File: config.mk
export PLATFORM = sky130hd
export DESIGN_NAME = flex_counter_strobe
export DESIGN_NICKNAME = d
export VERILOG_FILES = /design/src/rtl/flex_counter_strobe.sv
export SDC_FILE = /design/constraint.sdc
export NUM_CORES = 1
export LEC_CHECK = 0
export BUFFER_PORTS_ARGS = -buffer_cell sky130_fd_sc_hd__clkbuf_2
export CORE_AREA = 2 2 47 49
export CTS_CLUSTER_SIZE = 10
export DETAILED_ROUTE_END_ITERATION = 6
export DIE_AREA = 0 0 49 51
export MAX_ROUTING_LAYER = met4
export PLACE_DENSITY = 0.8
export SLEW_MARGIN = 5
export SYNTH_ARGS = -nofsm -noshare
export SYNTH_HDL_FRONTEND = slang
export SYNTH_SLANG_ARGS = --single-unit
File: constraint.sdc
create_clock -name clk -period 2.45 [get_ports clk]
set_input_delay 0.245 -clock clk [delete_from_list [all_inputs] [get_ports clk]]
set_output_delay 0.245 -clock clk [all_outputs]
set_load 0.02 [all_outputs]
File: src/rtl/flex_counter_strobe.sv
// flex_counter_strobe: tick-qualified up counter with programmable terminal
// value, periodic or one-shot mode, halt control and a registered terminal
// flag. Optional build macro FLEX_CNT_ROLL_COUNT_EN adds a wrap/DONE event
// counter output (rollover_count).
module flex_counter_strobe #(
  parameter int unsigned NUM_CNT_BITS  = 4,
  parameter int unsigned ROLL_CNT_BITS = 8
) (
  input  logic                     clk,
  input  logic                     n_rst,
  input  logic                     clk12,
  input  logic                     clear,
  input  logic                     count_enable,
  input  logic                     halt,
  input  logic                     one_shot,
  input  logic [NUM_CNT_BITS-1:0]  rollover_value,
  output logic [NUM_CNT_BITS-1:0]  count_out,
  output logic                     rollover_flag,
  output logic                     busy,
  output logic                     done
`ifdef FLEX_CNT_ROLL_COUNT_EN
  ,
  output logic [ROLL_CNT_BITS-1:0] rollover_count
`endif
);

  typedef enum logic [1:0] {
    IDLE   = 2'd0,
    RUN    = 2'd1,
    HALTED = 2'd2,
    DONE   = 2'd3
  } state_e;

  // Reject degenerate widths at elaboration time.
  if (NUM_CNT_BITS < 1 || ROLL_CNT_BITS < 1) begin : g_param_check
    $error("flex_counter_strobe: NUM_CNT_BITS and ROLL_CNT_BITS must be >= 1");
  end

  state_e                  state_q;
  state_e                  state_d;
  logic [NUM_CNT_BITS-1:0] count_d;
  logic [NUM_CNT_BITS-1:0] adv_count;
  logic                    adv_term;
  logic                    flag_d;
  logic                    rv_nonzero;

  assign rv_nonzero = (rollover_value != '0);

  // State register.
  always_ff @(posedge clk or negedge n_rst) begin
    if (!n_rst) begin
      state_q <= IDLE;
    end else begin
      state_q <= state_d;
    end
  end

  // Next-state, next-count and next-flag decode.
  always_comb begin
    state_d   = state_q;
    count_d   = count_out;
    adv_count = NUM_CNT_BITS'(1);
    adv_term  = 1'b0;
    flag_d    = 1'b0;

    // Count an enabled active tick would produce; 0 is skipped on wrap and
    // a count left above a lowered terminal value restarts at 1.
    if (count_out < rollover_value) begin
      adv_count = NUM_CNT_BITS'(count_out + 1'b1);
    end else if ((count_out == rollover_value) && one_shot) begin
      adv_count = count_out;
    end else begin
      adv_count = NUM_CNT_BITS'(1);
    end
    adv_term = one_shot && (adv_count == rollover_value);

    if (clear) begin
      state_d = IDLE;
      count_d = '0;
    end else if (clk12) begin
      unique case (state_q)
        IDLE: begin
          if (count_enable && !halt && rv_nonzero) begin
            count_d = NUM_CNT_BITS'(1);
            state_d = (one_shot && (rollover_value == NUM_CNT_BITS'(1))) ? DONE : RUN;
          end
        end
        RUN, HALTED: begin
          if (halt) begin
            state_d = HALTED;
          end else if (!rv_nonzero) begin
            state_d = IDLE;
          end else begin
            state_d = RUN;
            if (count_enable) begin
              count_d = adv_count;
              if (adv_term) begin
                state_d = DONE;
              end
            end
          end
        end
        DONE: begin
          state_d = DONE;
        end
        default: begin
          state_d = IDLE;
        end
      endcase
    end

    // DONE freezes the flag; elsewhere it tracks the next count.
    if (clear) begin
      flag_d = 1'b0;
    end else if (state_q == DONE) begin
      flag_d = rollover_flag;
    end else begin
      flag_d = rv_nonzero && (count_d == rollover_value);
    end
  end

  // Registered outputs.
  always_ff @(posedge clk or negedge n_rst) begin
    if (!n_rst) begin
      count_out     <= '0;
      rollover_flag <= 1'b0;
      busy          <= 1'b0;
      done          <= 1'b0;
    end else begin
      count_out     <= count_d;
      rollover_flag <= flag_d;
      busy          <= (state_d == RUN) || (state_d == HALTED);
      done          <= (state_d == DONE);
    end
  end

`ifdef FLEX_CNT_ROLL_COUNT_EN
  logic wrap_event;
  logic done_entry;
  logic roll_inc;

  // A periodic wrap is an enabled active tick taken at the terminal value.
  assign wrap_event = !clear && clk12 && !halt && count_enable && rv_nonzero &&
                      !one_shot && (count_out == rollover_value) &&
                      ((state_q == RUN) || (state_q == HALTED));
  assign done_entry = (state_d == DONE) && (state_q != DONE);
  assign roll_inc   = wrap_event || done_entry;

  // Rollover event counter, wraps modulo 2^ROLL_CNT_BITS.
  always_ff @(posedge clk or negedge n_rst) begin
    if (!n_rst) begin
      rollover_count <= '0;
    end else if (clear) begin
      rollover_count <= '0;
    end else if (roll_inc) begin
      rollover_count <= ROLL_CNT_BITS'(rollover_count + 1'b1);
    end
  end
`endif

endmodule

==> impl_metrics.csv <==
group,metric,value,unit
final_layout,nFillCells,161,
clock_tree,clk_path_buf_depth,2,
clock_tree,cts_num_sinks,9,
clock_tree,path_clk_slew,60,ps
power,power_frac_comb,42.6,%
timing,final-hold-violation-count,0,
timing,slew_violations,0,
worst_setup_path,cp.required,2590,ps
timing,final.min_clock_period,2640,ps
final_layout,antenna_cells,0,
die,core-area,0.00206,sq mm
power,p_switching,167,uW
final_layout,final_area,0.00139,sq mm
worst_setup_path,start_kind,"flip-flop",
synth,ys_types,43,
grt,grtUsageMet1,28.8,%
final_layout,area_delta_synth_final,53.3,%
timing,worstMarginPinSlew,470,ps
worst_setup_path,crit_arrival,2780,ps
timing,period_share,108,%
route,drc,0,
grt,grt_pass1_wl,4.23,mm
grt,grt_busiest_layer,"met2",
timing,setup_viol,3,
clock_tree,cts-root-buf,"clkbuf_4",
place,dp_hpwl,2.03,mm
run_status,outcome,"finished, violations left",
timing,worst_slack,-193,ps
route,avgViaCountPerCell,5.59,
grt,grt_pass1_vias,942,
synth,synth_top_area_share,24.9,%
timing,slew-limit-headroom,68.4,%
worst_setup_path,cp_max_fo,4,
synth,yosysWarnings,0,
route,routedWlPerCell,15.1,um
place,pre_cts_ws,-160,ps
power,pwr-share-seq,33.9,%
die,die_h,51,um
die,rows,17,
power,swShare,34.6,%
synth,synth_flop_cell,"dfrtp_1",
job,drv_cap,0,
die,start_util,43.9,%
run_status,violations,"setup timing",
timing,rsz0062_at_grt,"yes",
place,port_buffers,17,
synth,synth_edf_count,0,
clock_tree,cts_tree,"yes",
final_layout,fin_nets,175,
clock_tree,cts.htree.levels,1,
synth,syn_area,906,sq um
synth,avgSynthCellArea,8.63,sq um
grt,met2_usage,36.8,%
synth,syn_nets,125,
route,drt-pass1-iter-count,4,
synth,synth-async-reset-ratio,100,%
final_layout,final_core_util,67.3,%
grt,antenna_found_initial,0,
clock_tree,numCtsBuffers,3,
final_layout,drive_gt1_share,48.7,%
timing,fin_skew,5.78,ps
synth,synth.area.top_cells,"dfrtp_1, ha_1, xnor2_1",
route,final_antenna_net_count,0,
power,p_per_area,347,mW/mm^2
worst_setup_path,cp-end-kind,"flip-flop",
synth,netlist_instances,105,
worst_setup_path,reg2reg_slack,-190,ps
die,dieArea,0.00250,sq mm
power,p_leak,0.000632,uW
worst_setup_path,crit_type,"flip-flop to flip-flop",
place,place_area,0.00124,sq mm
power,internal_power,316,uW
die,die_w,49,um
clock_tree,insertion_delay,260,ps
grt,grt_max_degree,10,
worst_hold_path,holdCritPathClass,"input pin to flip-flop",
power,vdd_drop_max,0.329,mV
synth,synth_seq_cells,9,
route,vias,1018,
place,place_congestion,0.888,
timing,holdWs,265,ps
grt,grt_overflow_total,0,
grt,gr-usage-met3,2.34,%
route,routed_wl,2.75,mm
worst_hold_path,worstHoldPathCells,2,
grt,track_usage,22.1,%
power,p_clk_share,23.5,%
die,ios,18,
synth,ys_seq_area_share,24.9,%
synth,yosys.area.top_type,"dfrtp_1",
route,initialDrtViolationCount,31,
timing,tns,-318,ps
timing,max_freq,0.378,GHz
worst_setup_path,rr_worst_depth,9,
-- worst paths after layout --
kind,from,endpoint
max,count_out[3],busy
max reg2reg,count_out[3],busy
min,clear,count_out[2]
min reg2reg,rollover_flag,rollover_flag
min in group asynchronous,n_rst,count_out[0]
max in group asynchronous,n_rst,count_out[2]
-- kinds of logic after synthesis --
group	synth area share, %
buffers and inverters	3.32
AND/OR/NAND/NOR	30.5
multiplexers	2.35
AO/OA/AOI/OAI	20.7
adder cells (fa/ha/maj)	12.4
flip-flops	24.9
XOR/XNOR	5.80
-- power by group through the flow --
stage / clock (uW) / combinational, uW / sequential [uW]
final: 113 / 206 / 163
after global routing: 121 / 222 / 165
after CTS: 117 / 186 / 163
after detailed placement: 0 / 181 / 166
after global placement: 0 / 178 / 166
after floorplan: 0 / 89.3 / 176
-- synth_stat cells (all sizes together), types with 2 or more instances --
| cell | number |
|---|---|
| nor2b | 6 |
| xnor2 | 5 |
| a31oi | 2 |
| nand2 | 11 |
| ha | 9 |
| nand3 | 6 |
| o21ai | 6 |
| nor2 | 7 |
| inv | 8 |
| nor4b | 2 |
| dfrtp | 9 |
| nor3 | 4 |
| nand4 | 3 |
| a21oi | 4 |
-- placed cells by master, fill, tap and decap left out, types with 2 or more instances in the layout --
cell type | Yosys | routed
nor3_1 | 4 | 4
inv_1 | 7 | 7
o21ai_0 | 5 | 5
nor2_1 | 6 | 5
dfrtp_2 | 0 | 3
a21oi_1 | 3 | 3
clkbuf_2 | 0 | 17
ha_4 | 0 | 2
nand3_1 | 5 | 5
xnor2_1 | 5 | 4
buf_4 | 0 | 26
nand2_1 | 11 | 10
dfrtp_1 | 9 | 6
nor2b_1 | 6 | 5
nand4_1 | 3 | 3
ha_1 | 9 | 6
clkbuf_4 | 0 | 3
-- through the flow --
stage / total power, uW / instances
after floorplan: 266 / 105
after global placement: 344 / 173
after detailed placement: 347 / 173
after CTS: 466 / 179
after global routing: 507 / 182
final: 483 / 182
-- critical path, cell delays in order, from the launching register on --
cell and delay [ps]:
dfrtp_2 430, ha_4 230, a21oi_4 120, or3b_4 430
a22o_1 280, a21boi_2 180, xnor2_2 140, nand4_1 160
a211oi_2 290, ha_1 270
-- routing by layer --
| layer | vias to the layer above | routed length (um) |
|---|---|---|
| met3 | 4 | 165 |
| met4 | 0 | 53 |
| li1 | 486 | - |
| met1 | 488 | 1190 |
| met2 | 40 | 1350 |
| met5 | - | 0 |
-- flip-flops by register name, indices dropped and copies added (netlist names) --
signal	cells
state_q	2
done	1
busy	1
count_out	4
rollover_flag	1
-- cell type report --
cell class / count / area (sq um) / share of cell area (%)
Clock buffer: 3 / 22.5 / 1.62
Clock inverter: 1 / 5.00 / 0.360
Inverter: 8 / 30.0 / 2.16
Multi-Input combinational cell: 88 / 766 / 55.1
Sequential cell: 9 / 229 / 16.5
Tap cell: 28 / 35.0 / 2.52
Timing Repair Buffer: 45 / 302 / 21.7
-- repair_timing --
| item | 4_1_cts | 5_1_grt |
|---|---|---|
| setup buffers | 1 | 3 |
| endpoints found under the setup margin | 3 | 4 |
| hold buffers | 1 | 0 |
| endpoints found under the hold margin | 9 | 0 |
| pin swaps | 3 | 14 |
| cloned | 0 | 0 |
| resized for setup | 3 | 11 |
(Power assumes the default switching activity.)
